<file path="config.mk">
export PLATFORM = sky130hd
export DESIGN_NAME = gpio_frame_packer
export DESIGN_NICKNAME = d
export VERILOG_FILES = /design/src/rtl/gpio_frame_packer_pkg.sv /design/src/rtl/gpio_frame_packer_word_sel.sv /design/src/rtl/gpio_frame_packer.sv
export SDC_FILE = /design/constraint.sdc
export NUM_CORES = 1
export LEC_CHECK = 0
export CAP_MARGIN = 20
export CORE_ASPECT_RATIO = 0.75
export CORE_MARGIN = 3
export CORE_UTILIZATION = 50
export CTS_CLUSTER_DIAMETER = 100
export DETAILED_ROUTE_END_ITERATION = 8
export PLACE_DENSITY = 0.77
export SYNTH_ARGS = -nofsm -noshare
export SYNTH_HDL_FRONTEND = slang
export SYNTH_SLANG_ARGS = --single-unit
export TNS_END_PERCENT = 20
</file>
<file path="constraint.sdc">
create_clock -name sys_clk_100m -period 5.65 [get_ports sys_clk_100m]
set_clock_uncertainty 0.1 [all_clocks]
set_input_delay 1.695 -clock sys_clk_100m [delete_from_list [all_inputs] [get_ports sys_clk_100m]]
set_output_delay 1.695 -clock sys_clk_100m [all_outputs]
set_load 0.02 [all_outputs]
</file>
<file path="src/rtl/gpio_frame_packer_pkg.sv">
// Shared types and frame-geometry helpers for the GPIO frame packer.
package gpio_pack_pkg;

  typedef enum logic [0:0] {
    S_IDLE = 1'b0,
    S_SEND = 1'b1
  } state_t;

  localparam logic [7:0] HDR_TAG_DEF = 8'hA5;

  // Wide enough for FRAME_LEN up to 65 (64 channels, one per word, plus header).
  localparam int unsigned IDX_W = 7;

  function automatic int unsigned cpw(input int unsigned word_w, input int unsigned field_w);
    return word_w / field_w;
  endfunction

  function automatic int unsigned nwords(input int unsigned ch_num, input int unsigned word_w,
                                         input int unsigned field_w);
    return (ch_num + cpw(word_w, field_w) - 1) / cpw(word_w, field_w);
  endfunction

  function automatic int unsigned frame_len(input int unsigned header_en, input int unsigned ch_num,
                                            input int unsigned word_w, input int unsigned field_w);
    return header_en + nwords(ch_num, word_w, field_w);
  endfunction

endpackage

</file>
<file path="src/rtl/gpio_frame_packer_word_sel.sv">
// Combinational frame word generator: header or packed channel word selected by idx.
module gpio_word_sel
  import gpio_pack_pkg::*;
#(
  parameter int unsigned CH_NUM    = 20,
  parameter int unsigned WORD_W    = 16,
  parameter int unsigned FIELD_W   = 8,
  parameter int unsigned HEADER_EN = 1,
  parameter logic [7:0]  HDR_TAG   = HDR_TAG_DEF
) (
  input  logic [CH_NUM-1:0] snap,
  input  logic [7:0]        seq,
  input  logic [IDX_W-1:0]  idx,
  output logic [WORD_W-1:0] word
);

  localparam int unsigned CPW    = cpw(WORD_W, FIELD_W);
  localparam int unsigned NWORDS = nwords(CH_NUM, WORD_W, FIELD_W);
  localparam int unsigned NSLOTS = NWORDS * CPW;

  logic [NSLOTS-1:0] snap_pad;
  logic [WORD_W-1:0] acc [NWORDS+1];

  assign snap_pad = NSLOTS'(snap);
  assign acc[0]   = (HEADER_EN != 0 && idx == '0) ? WORD_W'({HDR_TAG, seq}) : '0;

  // One-hot AND-OR mux chain keeps every index constant at elaboration time.
  for (genvar j = 0; j < NWORDS; j++) begin : g_word
    logic [WORD_W-1:0] data;
    for (genvar s = 0; s < CPW; s++) begin : g_slot
      assign data[FIELD_W*(CPW-s)-1 -: FIELD_W] = FIELD_W'(snap_pad[j*CPW+s]);
    end
    if (WORD_W > CPW * FIELD_W) begin : g_pad
      assign data[WORD_W-1:CPW*FIELD_W] = '0;
    end
    assign acc[j+1] = acc[j] | ((idx == IDX_W'(j + HEADER_EN)) ? data : '0);
  end

  assign word = acc[NWORDS];

endmodule

</file>
<file path="src/rtl/gpio_frame_packer.sv">
// Snapshots switch inputs on a trigger and streams a header + packed data frame into a write FIFO.
module gpio_frame_packer
  import gpio_pack_pkg::*;
#(
  parameter int unsigned CH_NUM    = 20,
  parameter int unsigned WORD_W    = 16,
  parameter int unsigned FIELD_W   = 8,
  parameter int unsigned HEADER_EN = 1,
  parameter logic [7:0]  HDR_TAG   = HDR_TAG_DEF
) (
  input  logic              sys_clk_100m,
  input  logic              rst_n_i,
  input  logic [CH_NUM-1:0] gpio_switch,
  input  logic              adc_acq_start_pluse,
  input  logic              mode_i,
  input  logic              wr_full_i,
  output logic [WORD_W-1:0] wr_dout_o,
  output logic              wr_en_o,
  output logic              busy_o,
  output logic [15:0]       drop_cnt_o
);

  localparam int unsigned    FRAME_LEN = frame_len(HEADER_EN, CH_NUM, WORD_W, FIELD_W);
  localparam logic [IDX_W-1:0] LAST_IDX = IDX_W'(FRAME_LEN - 1);

  state_t             state;
  logic [IDX_W-1:0]   idx;
  logic [7:0]         seq;
  logic [CH_NUM-1:0]  snap;
  logic [CH_NUM-1:0]  last_sent;
  logic [WORD_W-1:0]  word;
  logic               trig;

  assign trig = adc_acq_start_pluse | (mode_i & (gpio_switch != last_sent));

  gpio_word_sel #(
    .CH_NUM   (CH_NUM),
    .WORD_W   (WORD_W),
    .FIELD_W  (FIELD_W),
    .HEADER_EN(HEADER_EN),
    .HDR_TAG  (HDR_TAG)
  ) u_word_sel (
    .snap(snap),
    .seq (seq),
    .idx (idx),
    .word(word)
  );

  always_ff @(posedge sys_clk_100m or negedge rst_n_i) begin
    if (!rst_n_i) begin
      state      <= S_IDLE;
      idx        <= '0;
      seq        <= '0;
      snap       <= '0;
      last_sent  <= '0;
      wr_dout_o  <= '0;
      wr_en_o    <= 1'b0;
      busy_o     <= 1'b0;
      drop_cnt_o <= '0;
    end else begin
      case (state)
        S_IDLE: begin
          wr_en_o   <= 1'b0;
          wr_dout_o <= '0;
          if (trig) begin
            snap      <= gpio_switch;
            last_sent <= gpio_switch;
            idx       <= '0;
            busy_o    <= 1'b1;
            state     <= S_SEND;
          end
        end
        S_SEND: begin
          if (trig && drop_cnt_o != '1) drop_cnt_o <= drop_cnt_o + 16'd1;
          if (!wr_full_i) begin
            wr_en_o   <= 1'b1;
            wr_dout_o <= word;
            idx       <= idx + IDX_W'(1);
            if (HEADER_EN != 0 && idx == '0) seq <= seq + 8'd1;
            if (idx == LAST_IDX) begin
              state  <= S_IDLE;
              busy_o <= 1'b0;
            end
          end else begin
            wr_en_o <= 1'b0;
          end
        end
        default: begin
          state     <= S_IDLE;
          wr_en_o   <= 1'b0;
          wr_dout_o <= '0;
          busy_o    <= 1'b0;
        end
      endcase
    end
  end

endmodule

</file>
======== After elaboration in Yosys (flattened, before gate mapping) ========
Cells that the tools add are included.
Widths: inputs -> output; s select.
storage, ports and cells
  bits in registers ....................... 70
  bits of input ports ..................... 25
  output and inout port bits .............. 34
  word-level logic and storage cells ...... 73
cells by class
  add/sub/neg operators ................... 3
  eq/ne operators ......................... 15
  multiplexer cells ....................... 26
  bitwise logic cells ..................... 14
  reduce and logical (&&, ||, !) cells .... 7
operator list
  kind                   count
  $or 16x16->16          9
  $mux 9                 10
  $mux 16                2
  $pmux 16 s2            1
  $eq 7x3->1 const B     4
  $eq 7x4->1 const B     3
  $ne 20x20->1           1
  $add 16x1->16 const B  1
  $ne 16x16->1 const B   1
  $or 16x9->16           1
  $eq 7x2->1 const B     2
  $mux 7                 2
  $pmux 7 s2             1
  $add 8x1->8 const B    1
  $add 7x1->7 const B    1
  $eq 7x1->1 const B     1
  $logic_not 7->1        1
  $mux 1                 7
  $pmux 1 s2             3
  $reduce_and 2->1       3
  $reduce_and 3->1       2
  $ne 2x2->1 const B     2
  $ne 2x1->1 const B     1
  $not 1->1              2
  3 further kinds        3

======== Longest topological paths before layout ========
  word-level depth ........................ 14
  depth in mapped cells ................... 9
  depth with buffers taken out ............ 8

======== Hierarchy ========
Synthesis repeated with hierarchy kept, for this count alone.
unflattened totals
  cells, all modules ...................... 330
  area, all modules ....................... 3792.4 um^2
by module, submodules not included
  module             instances  cells each  area each (um^2)  sequential area each (um^2)
  gpio_frame_packer  1          279         3410.8            1751.7
  gpio_word_sel      1          51          381.6             0.0

======== Least setup slack after synthesis ========
No wires, ideal clock.
  path kind ............................... in2reg
  start ................................... in gpio_switch[15]
  end ..................................... reg drop_cnt_o[1]
  setup time .............................. 0.125 ns
  data arrival time ....................... 3.193 ns
  required time ........................... 5.425 ns
  path slack .............................. 2.233 ns
  cell stages on the path ................. 6
  path buffers ............................ 0
  path through ............................ xnor2_1 nand4_1 or3_1 nor3_1 or2_2 mux2_2
on the way
  longest elaborated chain between the ends .. 5
ends and longest elaborated chain
  what                               RTL line                 RTL
  start: declaration                 gpio_frame_packer.sv:13  input logic [CH_NUM-1:0] gpio_switch,
  $ne 20x20->1                       gpio_frame_packer.sv:34  assign trig = adc_acq_start_pluse | (mode_i & (gpio_switch != last_sent));
  $and 1x1->1                        gpio_frame_packer.sv:34
  $or 1x1->1                         gpio_frame_packer.sv:34
  $logic_and 1x1->1                  gpio_frame_packer.sv:74  if (trig && drop_cnt_o != '1) drop_cnt_o <= drop_cnt_o + 16'd1;
  $reduce_and 2->1 (no source line)  --
  end signal: assignment             gpio_frame_packer.sv:74
  end: declaration                   gpio_frame_packer.sv:20  output logic [15:0] drop_cnt_o
No other way between the ends.
A chain may end at the register's enable or synchronous reset.

======== Final worst setup path ========
  start ................................... in gpio_switch[16]
  end ..................................... reg idx[3]
on the way
  longest elaborated chain between the ends .. 5
ends and longest elaborated chain
  what                               RTL line                 RTL
  $ne 20x20->1                       gpio_frame_packer.sv:34
  $and 1x1->1                        gpio_frame_packer.sv:34
  $or 1x1->1                         gpio_frame_packer.sv:34
  $ne 2x2->1 (no source line)        --
  $reduce_and 2->1 (no source line)  --
  end signal: assignment             gpio_frame_packer.sv:78  idx <= idx + IDX_W'(1);
  end: declaration                   gpio_frame_packer.sv:27  logic [IDX_W-1:0] idx;
No other way between the ends.

==> impl_metrics.toml <==
[run_status]
status = "complete, no violations"

[min_path]
worstHoldPathType = "flop to flop"

[final_layout]
mostFrequentLayoutCells = "dfrtp_1 (64), clkdlybuf4s50_1 (53), xor2_1 (29), mux2_2 (22), nand2_1 (17)"
area_growth_pct = 22.93
fillers = 477
fin_nets = 366
drive_above_1_share_pct = 13.82
n_antenna_cell = 0
final_common_cell = "dfrtp_1"

[logic_synthesis]
synthMuxAreaShare_pct = 8.998
synth_fa_ha_area_share_pct = 2.347
synth_ff_type = "dfrtp_1"
synthSimpleGateAreaFrac_pct = 13.18
syn-cell-area_um2 = 3198
synth_edf_count = 0
ys_seq_area_share_pct = 50.08
synth_top_family_by_area = "simple AND/OR/NAND/NOR gates"
ys_types = 45
synth_compound_area_share_pct = 9.077
syn_inst = 281
yosys_warnings = 0
ys_async_sr_fraction_pct = 100.0
synth_xor_area_share_pct = 11.78
synth-seq-cells = 64
avgSynthCellArea_um2 = 11.38

[sta]
rsz0062_at_grt = "false"
layout_min_cycle_time_ns = 4.015
finalCritPeriodShare_pct = 71.06
relSlewSlack_pct = 60.78
max_freq_mhz = 249.1
tightest_slew_ns = 0.5857
finalMaxSlewViolations = 0
setup_viol = 0
finalHoldViolations = 0
tns_ns = 0

[global_routing]
grt_use_total_pct = 19.48
grt_max_degree = 43
grt_pass1_vias = 2292
grt_overflow = 0
grtUsageMet2_pct = 28.16
grt_util_met3_pct = 5.741
grt_pass1_wl_um = 11170
top_usage_layer = "met2"
met1_usage_pct = 27.66
grt_antenna_before_repair = 0

[floorplanning]
die_width_um = 98.35
die_y_um = 75.26
num_io_pins = 59
rows = 24
core_area_um2 = 6006
dieArea_um2 = 7402
start_util_pct = 53.25

[cts]
post_cts_resized = 0
cts.path.max_buffers = 2
cts_max_level = 3
hold_buffers = 0
clkLatencyLatePin_ns = 0.35
cts_root_buf = "clkbuf_8"
cts_tree = "built"
path_clk_slew_ns = 0.07
cts_setup_buffers = 0
cts_buffers = 9
clock_sinks = 64

[worst_setup_path]
startpoint_type = "primary input"
cp.arrival_ns = 4.18
path_class = "primary input to flop"
cp_data_required_time_ns = 5.81
r2r_setup_slack_ns = 2.99
cp-end-kind = "flop"
cp_max_fo = 17

[placement]
gp_congestion = 0.8423
place.port_buffers = 54
dp_hpwl_um = 4897

[routing]
wl_per_cell_um = 16.08
via_per_inst = 5.586
vias = 2335
drt_first_pass_iters = 4
postRouteAntennaNets = 0
wl_um = 6723
dr.first_iter.drc_count = 115
drc_errors = 0

[power]
power_uw = 1904
power_density_nw_per_um2 = 484.4
ir_drop_mv = 0.1973
p_leak_uw = 0.001737

[run]
maxCapViolations = 0
[worst max-delay path, stage by stage]
cell             delay [ns]
clkdlybuf4s50_1        0.43
xor2_1                 0.15
nor4_1                 0.40
nand4_1                0.23
o311a_1                0.53
buf_4                  0.29
or2_1                  0.26
a31oi_1                0.18
[area by class of cell]
class	instances	area (µm²)	area share (%)
clock inverters	6	43.79	1.114
inverters	7	26.28	0.6684
repair buffers	57	558.0	14.19
flip-flops and latches	64	1602	40.74
multi-input cells	196	1466	37.30
clock buffers	10	137.6	3.501
well taps	78	97.59	2.482
[flip-flops by register name (all words and copies together), names as in the netlist]
signal,count
idx,7
last_sent,20
wr_dout_o,10
seq,8
state,1
wr_en_o,1
drop_cnt_o,16
busy_o,1
[routing by layer]
layer | routed length, µm | up-vias
li1 | - | 1116
met1 | 3192 | 1131
met4 | 109 | 0
met2 | 2939 | 77
met5 | 0 | -
met3 | 481 | 11
[kinds of logic (layout without fill, tap and decap cells)]
group	after synthesis	in the layout
buffers and inverters	24	80
AOI/OAI and AO/OA	41	41
other	1	4
xor gates and xnor gates	43	43
adders and majority gates	6	6
DFF	64	64
and+or+nand+nor	77	77
muxes	25	25
[cells in the mapped netlist (2+ instances only)]
master / instances / share of area, %
a21o_1: 5 / 1.2
a21oi_1: 7 / 1.1
a222oi_1: 2 / 0.63
a22o_1: 8 / 2.2
a31oi_1: 2 / 0.39
a32oi_1: 2 / 0.55
and3_1: 4 / 0.78
buf_2: 2 / 0.31
buf_4: 7 / 1.6
buf_6: 3 / 1.1
clkbuf_1: 5 / 0.59
dfrtp_1: 64 / 50
ha_1: 6 / 2.3
inv_1: 7 / 0.82
mux2_2: 22 / 7.7
mux2_4: 2 / 0.94
nand2_1: 17 / 2.0
nand2b_1: 2 / 0.39
nand3_1: 8 / 1.3
nand4_1: 7 / 1.4
nor2_1: 7 / 0.82
nor3_1: 5 / 0.78
nor4_1: 14 / 2.7
nor4b_1: 3 / 0.82
o21ai_0: 7 / 1.1
or2_2: 3 / 0.59
xnor2_1: 14 / 3.8
xor2_1: 29 / 7.9
[worst paths after layout]
check,from,end,cells past startpoint
min in group asynchronous,rst_n_i,last_sent[9]$_DFFE_PN0P_,1
max,gpio_switch[16],idx[3]$_DFFE_PN0P_,8
min,seq[7]$_DFFE_PN0P_,seq[7]$_DFFE_PN0P_,1
max in group asynchronous,rst_n_i,idx[6]$_DFFE_PN0P_,2
max reg2reg,last_sent[16]$_DFFE_PN0P_,idx[3]$_DFFE_PN0P_,7
min reg2reg,seq[7]$_DFFE_PN0P_,seq[7]$_DFFE_PN0P_,1
[stage by stage]
step                      setup slack (ns)  instance area, µm²  hold slack [ns]  std cells  utilization, %
after floorplan                      2.233                3209           0.3458        284               -
after global placement               1.436                3750           0.3703        402           62.44
after detailed placement             1.300                3750           0.3692        402           62.44
after CTS                            1.663                3931           0.3837        418           65.46
after global routing                 1.528                3931           0.3955        418           65.46
final                                1.635                3931           0.3816        418           65.46
[power by group]
part | switching (µW) | internal, µW | total, µW
logic | 352 | 387 | 739
clock network | 184 | 171 | 356
registers | 191 | 619 | 810
No activity file was read; power rests on OpenSTA's default activity.
